**config.mk**
```make
export PLATFORM = sky130hd
export DESIGN_NAME = secded_prot_regfile
export DESIGN_NICKNAME = d
export VERILOG_FILES = /design/src/rtl/secded_prot_regfile.sv
export SDC_FILE = /design/constraint.sdc
export NUM_CORES = 1
export LEC_CHECK = 0
export CELL_PAD_IN_SITES_DETAIL_PLACEMENT = 1
export CELL_PAD_IN_SITES_GLOBAL_PLACEMENT = 2
export CORE_ASPECT_RATIO = 0.5
export CORE_UTILIZATION = 39
export DETAILED_ROUTE_END_ITERATION = 12
export PLACE_DENSITY = 0.9
export SYNTH_ARGS = -nofsm -noshare
export SYNTH_HDL_FRONTEND = slang
export SYNTH_SLANG_ARGS = --single-unit
```
**constraint.sdc**
```tcl
create_clock -name clk_i -period 5.45 [get_ports clk_i]
set_input_delay 1.09 -clock clk_i [delete_from_list [all_inputs] [get_ports clk_i]]
set_output_delay 1.09 -clock clk_i [all_outputs]
set_load 0.01 [all_outputs]
```
**src/rtl/secded_prot_regfile.sv**
```systemverilog
// SEC-DED protected register file: extended Hamming storage, 1-cycle corrected reads,
// background scrubber with writeback, saturating SEC/DED counters and fault injection.
module secded_prot_regfile #(
  parameter int DATA_WIDTH   = 11,
  parameter int DEPTH        = 8,
  parameter int CNT_WIDTH    = 8,
  parameter int SCRUB_PERIOD = 16,
  localparam int AW = $clog2(DEPTH),
  localparam int P  = (DATA_WIDTH <= 1)  ? 2 :
                      (DATA_WIDTH <= 4)  ? 3 :
                      (DATA_WIDTH <= 11) ? 4 :
                      (DATA_WIDTH <= 26) ? 5 :
                      (DATA_WIDTH <= 57) ? 6 : 7,
  localparam int CW = DATA_WIDTH + P + 1
) (
  input  logic                  clk_i,
  input  logic                  rstn_i,
  input  logic                  we_i,
  input  logic [AW-1:0]         waddr_i,
  input  logic [DATA_WIDTH-1:0] wdata_i,
  input  logic                  re_i,
  input  logic [AW-1:0]         raddr_i,
  output logic [DATA_WIDTH-1:0] rdata_o,
  output logic                  rvalid_o,
  output logic                  rsec_o,
  output logic                  rded_o,
  input  logic                  inj_en_i,
  input  logic [AW-1:0]         inj_addr_i,
  input  logic [CW-1:0]         inj_mask_i,
  input  logic                  err_clr_i,
  output logic [CNT_WIDTH-1:0]  sec_cnt_o,
  output logic [CNT_WIDTH-1:0]  ded_cnt_o,
  output logic                  ded_sticky_o,
  output logic [AW-1:0]         ded_addr_o,
  output logic                  scrub_busy_o
);

  // state | meaning
  // WAIT  | idle countdown between scrub checks
  // CHECK | decode entry[ptr], count its errors
  // FIX   | write corrected codeword back to entry[ptr]
  localparam logic [1:0] S_WAIT  = 2'd0;
  localparam logic [1:0] S_CHECK = 2'd1;
  localparam logic [1:0] S_FIX   = 2'd2;

  localparam int TW = $clog2(SCRUB_PERIOD + 1);
  localparam logic [TW-1:0] TMAX = TW'(SCRUB_PERIOD - 1);

  function automatic logic [CW-1:0] encode(input logic [DATA_WIDTH-1:0] d);
    logic [CW-1:0] c;
    int j;
    c = '0;
    j = 0;
    for (int i = 1; i < CW; i++) begin
      if ((i & (i - 1)) != 0) begin
        c[i] = d[j];
        j++;
      end
    end
    for (int k = 0; k < P; k++) begin
      for (int i = 1; i < CW; i++) begin
        if (((i >> k) & 1) == 1 && (i & (i - 1)) != 0) c[1 << k] ^= c[i];
      end
    end
    c[0] = ^c[CW-1:1];
    return c;
  endfunction

  function automatic logic [P-1:0] syndrome(input logic [CW-1:0] c);
    logic [P-1:0] s;
    s = '0;
    for (int i = 1; i < CW; i++) begin
      if (c[i]) s ^= P'(i);
    end
    return s;
  endfunction

  // q=1 means an odd number of flips; syndrome 0 then points at the overall parity bit
  function automatic logic [CW-1:0] correct(input logic [CW-1:0] c);
    logic [CW-1:0] f;
    logic [P-1:0] s;
    s = syndrome(c);
    f = c;
    for (int i = 0; i < CW; i++) begin
      if ((^c) && s == P'(i)) f[i] = ~c[i];
    end
    return f;
  endfunction

  function automatic logic [1:0] classify(input logic [CW-1:0] c);
    logic q;
    q = ^c;
    return {q, (syndrome(c) != '0) && !q};
  endfunction

  function automatic logic [DATA_WIDTH-1:0] extract(input logic [CW-1:0] c);
    logic [DATA_WIDTH-1:0] d;
    int j;
    d = '0;
    j = 0;
    for (int i = 1; i < CW; i++) begin
      if ((i & (i - 1)) != 0) begin
        d[j] = c[i];
        j++;
      end
    end
    return d;
  endfunction

  function automatic logic [CNT_WIDTH-1:0] sat_add(input logic [CNT_WIDTH-1:0] base,
                                                   input logic a, input logic b);
    logic [CNT_WIDTH:0] sum;
    sum = {1'b0, base} + {{CNT_WIDTH{1'b0}}, a} + {{CNT_WIDTH{1'b0}}, b};
    return sum[CNT_WIDTH] ? '1 : sum[CNT_WIDTH-1:0];
  endfunction

  logic [CW-1:0] mem [DEPTH];
  logic [1:0]    state;
  logic [TW-1:0] timer;
  logic [AW-1:0] ptr, ptr_nxt;
  logic [CW-1:0] wr_cw, rd_cw, sc_cw, sc_fix;
  logic [1:0]    rd_cls, sc_cls;
  logic          fix_wr, rd_sec_ev, rd_ded_ev, sc_sec_ev, sc_ded_ev;

  assign wr_cw     = encode(wdata_i);
  assign rd_cw     = mem[raddr_i];
  assign rd_cls    = classify(rd_cw);
  assign sc_cw     = mem[ptr];
  assign sc_cls    = classify(sc_cw);
  assign sc_fix    = correct(sc_cw);
  assign ptr_nxt   = (ptr == AW'(DEPTH - 1)) ? '0 : ptr + AW'(1);
  assign fix_wr    = (state == S_FIX) && !(we_i && waddr_i == ptr) &&
                     !(inj_en_i && inj_addr_i == ptr);
  assign rd_sec_ev = re_i && rd_cls[1];
  assign rd_ded_ev = re_i && rd_cls[0];
  assign sc_sec_ev = (state == S_CHECK) && sc_cls[1];
  assign sc_ded_ev = (state == S_CHECK) && sc_cls[0];
  assign scrub_busy_o = (state == S_CHECK) || (state == S_FIX);

  // user write/injection always override a pending scrub writeback
  always_ff @(posedge clk_i or negedge rstn_i) begin
    if (!rstn_i) begin
      for (int i = 0; i < DEPTH; i++) mem[i] <= '0;
    end else begin
      for (int i = 0; i < DEPTH; i++) begin
        if (inj_en_i && inj_addr_i == AW'(i))
          mem[i] <= ((we_i && waddr_i == AW'(i)) ? wr_cw : mem[i]) ^ inj_mask_i;
        else if (we_i && waddr_i == AW'(i))
          mem[i] <= wr_cw;
        else if (fix_wr && ptr == AW'(i))
          mem[i] <= sc_fix;
      end
    end
  end

  always_ff @(posedge clk_i or negedge rstn_i) begin
    if (!rstn_i) begin
      rdata_o  <= '0;
      rvalid_o <= 1'b0;
      rsec_o   <= 1'b0;
      rded_o   <= 1'b0;
    end else begin
      rvalid_o <= re_i;
      rsec_o   <= rd_sec_ev;
      rded_o   <= rd_ded_ev;
      if (re_i) rdata_o <= extract(correct(rd_cw));
    end
  end

  always_ff @(posedge clk_i or negedge rstn_i) begin
    if (!rstn_i) begin
      state <= S_WAIT;
      timer <= '0;
      ptr   <= '0;
    end else begin
      case (state)
        S_WAIT: begin
          if (timer == TMAX) begin
            timer <= '0;
            state <= S_CHECK;
          end else begin
            timer <= timer + TW'(1);
          end
        end
        S_CHECK: begin
          if (sc_cls[1]) begin
            state <= S_FIX;
          end else begin
            ptr   <= ptr_nxt;
            state <= S_WAIT;
          end
        end
        S_FIX: begin
          ptr   <= ptr_nxt;
          state <= S_WAIT;
        end
        default: state <= S_WAIT;
      endcase
    end
  end

  // clear acts first, so same-cycle events land on a zeroed counter / cleared sticky
  always_ff @(posedge clk_i or negedge rstn_i) begin
    if (!rstn_i) begin
      sec_cnt_o    <= '0;
      ded_cnt_o    <= '0;
      ded_sticky_o <= 1'b0;
      ded_addr_o   <= '0;
    end else begin
      sec_cnt_o    <= sat_add(err_clr_i ? '0 : sec_cnt_o, rd_sec_ev, sc_sec_ev);
      ded_cnt_o    <= sat_add(err_clr_i ? '0 : ded_cnt_o, rd_ded_ev, sc_ded_ev);
      ded_sticky_o <= (ded_sticky_o && !err_clr_i) || rd_ded_ev || sc_ded_ev;
      if ((rd_ded_ev || sc_ded_ev) && (err_clr_i || !ded_sticky_o))
        ded_addr_o <= rd_ded_ev ? raddr_i : ptr;
    end
  end

endmodule

```
== Word level (Yosys, flattened, before mapping) ==
Cells that the tools add are included.

* Flip-flop bits (word level): 172
* Output and inout bits: 35
* Logic and storage cells: 513
* Input port bits: 42

* Multiplexer cells: 196
* $lt $le $gt $ge: 22
* Add/sub/neg operators: 15
* Bitwise gates (word level): 103
* Equal/unequal tests: 54
* Reductions and logical operators: 104

{| class="wikitable"
|+ Operators with widths
! cell !! count
|-
| $mux 16 || 36
|-
| $ge 32x1->1 const B || 10
|-
| $lt 32x6->1 const B || 10
|-
| $mux 32 || 10
|-
| $add 32x2->32 const B || 9
|-
| $mux 4 || 39
|-
| $xor 16x16->16 || 8
|-
| $bwmux 11 || 10
|-
| $mux 11 || 9
|-
| $bmux 16 s3 || 2
|-
| $logic_and 1x1->1 || 73
|-
| $eq 4x4->1 const B || 15
|-
| $mux 1 || 50
|-
| $mux 3 || 15
|-
| $demux 1 s4 || 10
|-
| $eq 3x3->1 const B || 12
|-
| $not 2->2 || 18
|-
| $not 3->3 || 12
|-
| $mux 8 || 4
|-
| $reduce_xor 16->1 || 2
|-
| $not 1->1 || 30
|-
| $eq 4x3->1 const B || 7
|-
| $reduce_bool 3->1 || 8
|-
| $xor 1x1->1 || 24
|-
| 30 further kinds || 71
|}

== Longest topological paths before layout ==
Gate-level depths: netlist of the first run.

* Depth after elaboration: 71
* Mapped depth: 20

== Worst setup path before layout of the first run ==
Ideal clock, no wire load.

* Kind: input-to-reg
* From: input raddr_i[0]
* To: register ded_cnt_o[2]
* Setup slack: 0.551 ns
* Stages: 17
* Buffers on the path: 3
* Data arrival time: 4.816 ns
* Path through: buf_4 > buf_6 > buf_2 > mux2i_1 > o22ai_1 > a21oi_1 > xnor2_1 > xnor2_1 > xnor2_1 > xnor2_1 > nor3_1 > fa_1 > and3_1 > and3_1 > nand3_1 > or3_1 > o21ai_0

* Longest elaborated chain between the ends: 32

{| class="wikitable"
|+ RTL lines
! item !! RTL line !! source
|-
| start: declaration || 22 || <nowiki>input logic [AW-1:0] raddr_i,</nowiki>
|-
| $not 3->4 (not written as such) (*) || 126 || <nowiki>assign rd_cw = mem[raddr_i];</nowiki>
|-
| $bmux 16 s3 (*) || 126 ||
|-
| $mux 16 (not written as such) (*) (2 in series) || 126 ||
|-
| $mux 1 || 73 || <nowiki>if (c[i]) s ^= P'(i);</nowiki>
|-
| $mux 2 || 73 ||
|-
| $not 2->2 (no line) || - ||
|-
| $mux 2 || 73 ||
|-
| $mux 3 || 73 ||
|-
| [... 16 more ...] || - ||
|-
| $mux 4 || 73 ||
|-
| $reduce_bool 4->1 || 93 || <nowiki>return {q, (syndrome(c) != '0) && !q};</nowiki>
|-
| $logic_and 1x1->1 (*) || 93 ||
|-
| $logic_and 1x1->1 (*) || 135 || <nowiki>assign rd_ded_ev = re_i && rd_cls[0];</nowiki>
|-
| via rd_ded_ev || 123 || <nowiki>logic fix_wr, rd_sec_ev, rd_ded_ev, sc_sec_ev, sc_ded_ev;</nowiki>
|-
| $add 8x1->9 (*) || 113 || <nowiki>sum = {1'b0, base} + {{CNT_WIDTH{1'b0}}, a} + {{CNT_WIDTH{1'b0}}, b};</nowiki>
|-
| $add 9x1->9 (*) || 113 ||
|-
| $mux 8 (*) || 114 || <nowiki>return sum[CNT_WIDTH] ? '1 : sum[CNT_WIDTH-1:0];</nowiki>
|-
| end signal: assignment || 211 || <nowiki>ded_cnt_o <= sat_add(err_clr_i ? '0 : ded_cnt_o, rd_ded_ev, sc_ded_ev);</nowiki>
|-
| end: declaration || 32 || <nowiki>output logic [CNT_WIDTH-1:0] ded_cnt_o,</nowiki>
|}

Mark *: on every way through the listed nets, which the timed path passes. The rest lies on a longest branch. The select of a mux whose other input is x is not followed.
A chain may end at the register's enable or synchronous reset.

== Final worst setup path of the first run ==
* From: input raddr_i[1]
* To: register ded_cnt_o[3]

Same word-level chain as after synthesis.

==> PnR_summary.wiki, run 1 <==
{| class="wikitable"
! Metric !! Value
|-
| Status || finished clean
|-
| Root Driver || sky130_fd_sc_hd__clkbuf_16
|-
| Element type at the critical path end || flop
|-
| Number of nets in the finished design || 1823
|-
| Share of synthesized cell area in and, or, nand and nor gates || 13.81%
|-
| CP max stage delay || 0.50 ns
|-
| Number of cells produced by synthesis || 1705
|-
| Number of gates resized after cts || 0
|-
| Global-route wire length before repair || 102.9 mm
|-
| Highest fanout seen on the critical path || 18
|-
| Die boundary height || 140.6 um
|-
| Total Die Area || 39280 um^2
|-
| Layout area overhead || 15.67%
|-
| Final setup fails || 0
|-
| Adder-cell area share of the yosys netlist || 1.185%
|-
| Path class of the lowest-slack min-delay path || flop to flop
|-
| CP Buf/Inv Count || 4
|-
| Final worst-path cycle share || 94.58%
|-
| MaxCap Viol Count || 0
|-
| Smallest hold slack || 0.4921 ns
|-
| Startpoint type of the worst setup path || input pin
|-
| DRC Markers || 0
|-
| Share of post-route cells with drive strength above 1 || 14.60%
|-
| Cell area after layout || 17340 um^2
|-
| Final worst path period need || 5.154 ns
|-
| Initial core utilization || 39.87%
|-
| Post-Syn Area || 14990 um^2
|-
| Total gr overflow || 0
|-
| Yosys warnings || 0
|-
| Number of clock sinks || 172
|-
| Avg Inst Size Synth || 8.793 um^2
|-
| Fraction of synthesized area in multiplexers || 12.19%
|-
| Crit-path leading delay family || simple AND/OR/NAND/NOR gates
|-
| Top_reg_cell synth || sky130_fd_sc_hd__dfrtp_1
|-
| CP cell instances || clkdlybuf4s50_1, buf_12, nand2b_1, buf_4, o22ai_1, a21oi_1, buf_4, xnor2_1, xnor2_1, xor2_1, nor4b_2, nor3_1, fa_1, and3_1, and3_1, nand3_1, or3_1, o21ai_0
|-
| Register area || 4307 um^2
|-
| Final sum of negative setup slack || 0 ns
|-
| Largest clock skew in the final design || 0.01422 ns
|-
| Final weighted congestion in routability-driven placement || 0.9985
|-
| Total global-route track usage || 35.39%
|-
| Die width || 279.3 um
|-
| Largest net degree at the start of global routing || 95
|-
| Xor/xnor cell area share of the yosys netlist || 11.81%
|-
| Worst path slowest cell || sky130_fd_sc_hd__clkdlybuf4s50_1
|-
| Fraction of synthesis flops using an asynchronous set or reset pin || 100.0%
|-
| Top-level I/O count || 77
|-
| Largest family of logic cells by synthesized area || compound AO/OA/AOI/OAI gates
|-
| Unrepaired setup endpoints after global routing || false
|-
| Detailed Routing Iterations Pass 1 || 6
|-
| Footprint of the multi-input gates || 10070 um^2
|-
| Number of enable-type register cells in the synthesized netlist || 0
|-
| Most frequent cells in the layout || sky130_fd_sc_hd__nand2_1, sky130_fd_sc_hd__o21ai_0, sky130_fd_sc_hd__dfrtp_1, sky130_fd_sc_hd__buf_4, sky130_fd_sc_hd__a21oi_1
|-
| Insertion delay of the later-clocked pin in the worst-skew pair || 0.47 ns
|-
| Ranking of synthesized cells by area || sky130_fd_sc_hd__dfrtp_1, sky130_fd_sc_hd__mux4_2, sky130_fd_sc_hd__o21ai_0
|-
| Total Wirelength || 69.71 mm
|-
| Antenna violations before repair || 0
|-
| WL/cell || 30.30 um
|-
| Final Hold Viols || 0
|-
| Post-synthesis cell type with the largest combined area || sky130_fd_sc_hd__dfrtp_1
|-
| Clock tree buffer depth || 2
|-
| Synth unique cells || 70
|-
| Placed Instance Area || 16790 um^2
|-
| Port bufs || 76
|-
| Std-Cell Core Area || 37600 um^2
|-
| Most frequent standard cell in the layout excluding fill and tap cells || sky130_fd_sc_hd__nand2_1
|-
| Compound-cell area share of the yosys netlist || 27.69%
|-
| Remaining antenna violation count || 0
|-
| Std cell rows || 50
|-
| Via count of the first global-routing pass || 15650
|-
| Via/cell ratio || 6.901
|-
| CTS tree || built
|-
| Number of buffers added by the clock tree synthesis step || 17
|-
| Area share of the largest cell type after synthesis || 28.71%
|-
| Placed wire-length estimate || 47.53 mm
|-
| Starting DRC count in detailed routing || 2057
|-
| Setup fix buffers added after clock tree synthesis || 0
|-
| Pins over their slew limit || 0
|-
| Req. time, crit path || 5.82 ns
|-
| Diode insertion count for antenna repair || 0
|-
| Crit Path Category || input pin to flop
|-
| CTS clk-pin slew, worst paths || 0.07 ns
|-
| Part of the Yosys area used for sequential elements || 28.71%
|-
| Max H-tree Level || 4
|-
| # hold bufs at CTS || 0
|-
| Max transition margin || 14.05%
|-
| Transition time at the pin with the least slew margin || 1.285 ns
|-
| Worst Path Arrival || 5.52 ns
|-
| Net count of the mapped netlist || 1760
|-
| Number of filler instances in the final layout || 4321
|-
| Highest clock frequency the design can meet || 194.0 MHz
|-
| FF+latch count, synth || 172
|-
| Number of vias after detailed routing || 15880
|}
[final timing paths]
check	start	endpoint	slack, ns	cells after the start
hold reg to reg	rdata_o[1]$_DFFE_PN0P_	rdata_o[1]$_DFFE_PN0P_	0.49	2
min in group asynchronous	rstn_i	mem[57]$_DFFE_PN0P_	0.65	1
hold / removal	rdata_o[1]$_DFFE_PN0P_	rdata_o[1]$_DFFE_PN0P_	0.49	2
setup reg to reg	ptr[0]$_DFFE_PN0P_	ded_cnt_o[3]$_DFF_PN0_	0.39	14
setup / recovery	raddr_i[1]	ded_cnt_o[3]$_DFF_PN0_	0.30	18
max in group asynchronous	rstn_i	mem[87]$_DFFE_PN0P_	3.76	2
[routing by layer]
| layer | vias up | GRT usage [%] | share of wire [%] |
|---|---|---|---|
| li1 | 6601 | - | - |
| met1 | 7981 | 47.93 | 41 |
| met2 | 1061 | 51.57 | 41 |
| met3 | 236 | 10.69 | 13 |
| met4 | 0 | 16.74 | 4.8 |
| met5 | - | 0 | 0 |
[logic make-up after synthesis]
| family | count (synthesis) |
|---|---|
| muxes | 105 |
| adders and majority gates | 13 |
| buffers and inverters | 166 |
| and+or+nand+nor | 464 |
| AOI/OAI and AO/OA | 602 |
| xor gates and xnor gates | 183 |
| DFF | 172 |
[sequential cells by signal, summed over array words and instances, names as in the netlist]
register / count
ded_addr_o: 3
ded_cnt_o: 8
rded_o: 1
mem: 128
timer: 5
ded_sticky_o: 1
state: 2
rsec_o: 1
rvalid_o: 1
sec_cnt_o: 8
ptr: 3
rdata_o: 11
[worst register-to-register path: stages, from the launching register on]
cell	delay, ns
sky130_fd_sc_hd__dfrtp_2	0.66
sky130_fd_sc_hd__buf_4	0.32
sky130_fd_sc_hd__mux4_2	0.57
sky130_fd_sc_hd__mux2i_4	0.33
sky130_fd_sc_hd__xnor2_2	0.24
sky130_fd_sc_hd__xnor3_1	0.47
sky130_fd_sc_hd__nand2b_1	0.25
sky130_fd_sc_hd__mux2i_4	0.16
sky130_fd_sc_hd__o2bb2ai_2	0.50
sky130_fd_sc_hd__fa_1	0.34
sky130_fd_sc_hd__and3_1	0.22
sky130_fd_sc_hd__and3_1	0.25
sky130_fd_sc_hd__nand3_1	0.11
sky130_fd_sc_hd__or3_1	0.42
sky130_fd_sc_hd__o21ai_0	0.11
[synth_stat cells, drive strengths merged, types with 30 or more instances]
library cell and number:
a21oi 93, a221oi 30, o21ai 202, clkbuf 114
xnor2 94, nand2 219, a221o 64, nor2 79
xor2 88, mux2i 48, nand3 55, dfrtp 172
o32ai 64, mux4 53, nor3 41
[area by class of cell]
type	instances	share of cell area [%]
well taps	520	3.752
multi-input cells	1367	58.09
clock buffers	21	2.655
flip-flops and latches	172	24.83
repair buffers	183	9.589
clock inverters	11	0.4978
inverters	27	0.5844
[metrics by stage]
stage                     utilization, %  cells  setup WS, ns
final                              46.12   2301        0.2956
after global routing               46.12   2301       0.04582
after CTS                          46.12   2301        0.3464
after detailed placement           44.67   2269       -0.1051
after global placement             44.67   2269        0.1585
after floorplan                        -   1705        0.5510
Power of run 1 is not shown: default switching activity piles up to over one toggle a cycle in this logic, so the estimate is an artifact.
==> inputs of run 2 (changes only) <==
--- a/config.mk
+++ b/config.mk
@@ -7,7 +7,6 @@
 export LEC_CHECK = 0
 export CELL_PAD_IN_SITES_DETAIL_PLACEMENT = 1
 export CELL_PAD_IN_SITES_GLOBAL_PLACEMENT = 2
-export CORE_ASPECT_RATIO = 0.5
 export CORE_UTILIZATION = 39
 export DETAILED_ROUTE_END_ITERATION = 12
 export PLACE_DENSITY = 0.9
==> run 2 against run 1 <==
Effect of this change:
- register-to-register slack better by 0.08 ns
- largest cell class unchanged
- sequential cell count did not move
- sequential share of layout area hardly changed
- routed wire length up 0.87%
- fmax increased by 0.97%
- critical path type unchanged
- die area down 0.12%
- highest routed layer unchanged
==> PnR_summary.wiki, run 2 (synthesis results as in run 1) <==
{| class="wikitable"
! Metric !! Value
|-
| Highest clock frequency the design can meet || 195.9 MHz (+0.97%)
|-
| Std-Cell Core Area || 37760 um^2 (+0.42%)
|-
| Via/cell ratio || 7.008 (+1.6%)
|-
| Cell area after layout || 17340 um^2 (about the same)
|-
| Crit Path Category || input pin to flop
|-
| Path depth of the worst reg2reg path || 15 (+1)
|-
| Total Wirelength || 70.32 mm (+0.87%)
|-
| Global-route wire length before repair || 104.0 mm (+1.1%)
|-
| Crit Reg-Reg Endpoint || sec_cnt_o[5]$_DFF_PN0_
|-
| Number of filler instances in the final layout || 4326 (+0.12%)
|-
| DRC Markers || 0 (unchanged)
|-
| Startpoint type of the worst setup path || input pin
|-
| Unrepaired setup endpoints after global routing || false
|-
| Die width || 198.1 um (-29%)
|-
| Reg-to-reg slack, setup || 0.47 ns (+0.08 ns)
|-
| Top-level I/O count || 77 (unchanged)
|-
| Transition time at the pin with the least slew margin || 1.207 ns (-0.07821 ns)
|-
| Total global-route track usage || 36.29% (+0.91 points)
|-
| Total gr overflow || 0 (unchanged)
|-
| Worst Path Arrival || 5.48 ns (-0.04 ns)
|-
| Final Hold Viols || 0 (unchanged)
|-
| DP Cell Count || 2267 (-0.088%)
|-
| CTS tree || built
|-
| Placed wire-length estimate || 49.81 mm (+4.8%)
|-
| Detailed Routing Iterations Pass 1 || 5 (-1)
|-
| Final weighted congestion in routability-driven placement || 1.050 (+5.1%)
|-
| Via count of the first global-routing pass || 16030 (+2.4%)
|-
| # hold bufs at CTS || 0 (unchanged)
|-
| Max H-tree Level || 4 (unchanged)
|-
| Register area || 4307 um^2 (unchanged)
|-
| Worst hold path depth || 2 (unchanged)
|-
| CTS clk-pin slew, worst paths || 0.07 ns (about the same)
|-
| Clock tree buffer depth || 2 (unchanged)
|-
| Highest fanout seen on the critical path || 17 (-1)
|-
| Endpoint of the worst hold-timing path || rdata_o[5]$_DFFE_PN0P_
|-
| Status || finished clean
|-
| WL/cell || 30.56 um (+0.87%)
|-
| Root Driver || sky130_fd_sc_hd__clkbuf_16
|-
| Die boundary height || 198.1 um (+41%)
|-
| Largest registers || mem x128, rdata_o x11
|-
| Number of vias after detailed routing || 16130 (+1.6%)
|-
| Insertion delay of the later-clocked pin in the worst-skew pair || 0.48 ns (about the same)
|-
| Most frequent cells in the layout || sky130_fd_sc_hd__nand2_1, sky130_fd_sc_hd__o21ai_0, sky130_fd_sc_hd__dfrtp_1, sky130_fd_sc_hd__buf_4, sky130_fd_sc_hd__a21oi_1
|-
| Port bufs || 76 (unchanged)
|-
| Number of flip-flops in the largest register || 128 (unchanged)
|-
| Max transition margin || 19.28% (+5.2 points)
|-
| Path class of the lowest-slack min-delay path || flop to flop
|-
| Most frequent standard cell in the layout excluding fill and tap cells || sky130_fd_sc_hd__nand2_1
|-
| Final sum of negative setup slack || 0 ns (unchanged)
|-
| HP Start || rdata_o[5]$_DFFE_PN0P_
|-
| Number of clock sinks || 172 (unchanged)
|-
| Setup fix buffers added after clock tree synthesis || 0 (unchanged)
|-
| Number of buffers added by the clock tree synthesis step || 17 (unchanged)
|-
| Total Die Area || 39230 um^2 (-0.12%)
|-
| MaxCap Viol Count || 0 (unchanged)
|-
| Starting DRC count in detailed routing || 1789 (-13%)
|-
| Final setup fails || 0 (unchanged)
|-
| Largest clock skew in the final design || 0.01446 ns (+0.0002411 ns)
|-
| Element type at the critical path end || flop
|-
| Req. time, crit path || 5.83 ns (about the same)
|-
| Top register by number of flip-flops || mem
|-
| Post-route non-filler standard cell count || 2301 (unchanged)
|-
| Number of gates resized after cts || 0 (unchanged)
|-
| Final worst path period need || 5.105 ns (-0.04974 ns)
|-
| Remaining antenna violation count || 0 (unchanged)
|-
| Std cell rows || 71 (+42%)
|-
| Smallest hold slack || 0.5014 ns (+0.009268 ns)
|-
| Final worst-path cycle share || 93.66% (-0.91 points)
|-
| Footprint of the multi-input gates || 10080 um^2 (+0.11%)
|-
| Initial core utilization || 39.71% (-0.17 points)
|-
| Pins over their slew limit || 0 (unchanged)
|-
| Start of the worst register-to-register path || ptr[0]$_DFFE_PN0P_
|-
| Number of nets in the finished design || 1830 (+0.38%)
|-
| Placed Instance Area || 16810 um^2 (about the same)
|-
| Largest net degree at the start of global routing || 99 (+4.2%)
|-
| Share of post-route cells with drive strength above 1 || 14.60% (about the same)
|-
| Antenna violations before repair || 2 (+2)
|-
| Layout area overhead || 15.65% (about the same)
|}
-- run 2: worst max path at each step --
stage                                        end  slack (ns)       start  cells after the start
after floorplan           ded_cnt_o[2]$_DFF_PN0_        0.55  raddr_i[0]                     17
after global placement    ded_cnt_o[5]$_DFF_PN0_        0.16  raddr_i[1]                     17
after detailed placement  sec_cnt_o[5]$_DFF_PN0_       -0.02  raddr_i[1]                     16
after CTS                 ded_cnt_o[2]$_DFF_PN0_        0.44  raddr_i[1]                     17
after global routing      ded_cnt_o[2]$_DFF_PN0_        0.06  raddr_i[2]                     17
final                     ded_cnt_o[2]$_DFF_PN0_        0.35  raddr_i[1]                     17
-- run 2: metrics by stage --
stage                     setup WS [ns]  util (%)
after floorplan                  0.5510         -
after global placement           0.1634     44.52
after CTS                        0.4387     45.91
after detailed placement       -0.01634     44.52
after global routing            0.06476     45.91
final                            0.3454     45.92
-- run 2: cell type report --
cell class	instances	share of cell area (%)
clock buffer	26	2.648
tap	511	3.688
sequential	172	24.84
inverter	27	0.5845
multi-input combinational	1367	58.17
timing repair buffer	190	9.663
clock inverter	6	0.3825
antenna	2	0.02887
-- run 2: routing by layer --
layer  share of wire [%]  global-route usage, %
met5                   0                      0
met4                 5.6                  21.25
met3                  11                  8.448
met2                  44                  54.26
met1                  40                  47.77
-- run 2: critical path, stage by stage --
cell and delay [ns]:
sky130_fd_sc_hd__clkdlybuf4s50_1 0.50, sky130_fd_sc_hd__buf_12 0.19, sky130_fd_sc_hd__buf_4 0.20, sky130_fd_sc_hd__mux4_2 0.31, sky130_fd_sc_hd__a21oi_1 0.29, sky130_fd_sc_hd__buf_4 0.19, sky130_fd_sc_hd__xnor2_1 0.08, sky130_fd_sc_hd__xnor2_1 0.30
sky130_fd_sc_hd__xor2_1 0.28, sky130_fd_sc_hd__nor4b_2 0.12, sky130_fd_sc_hd__nor3_1 0.57, sky130_fd_sc_hd__fa_1 0.32, sky130_fd_sc_hd__and3_1 0.18, sky130_fd_sc_hd__and3_1 0.18, sky130_fd_sc_hd__nand3_1 0.10, sky130_fd_sc_hd__or3_1 0.42
sky130_fd_sc_hd__o21ai_0 0.14
Power of run 2 is left out for the same reason.
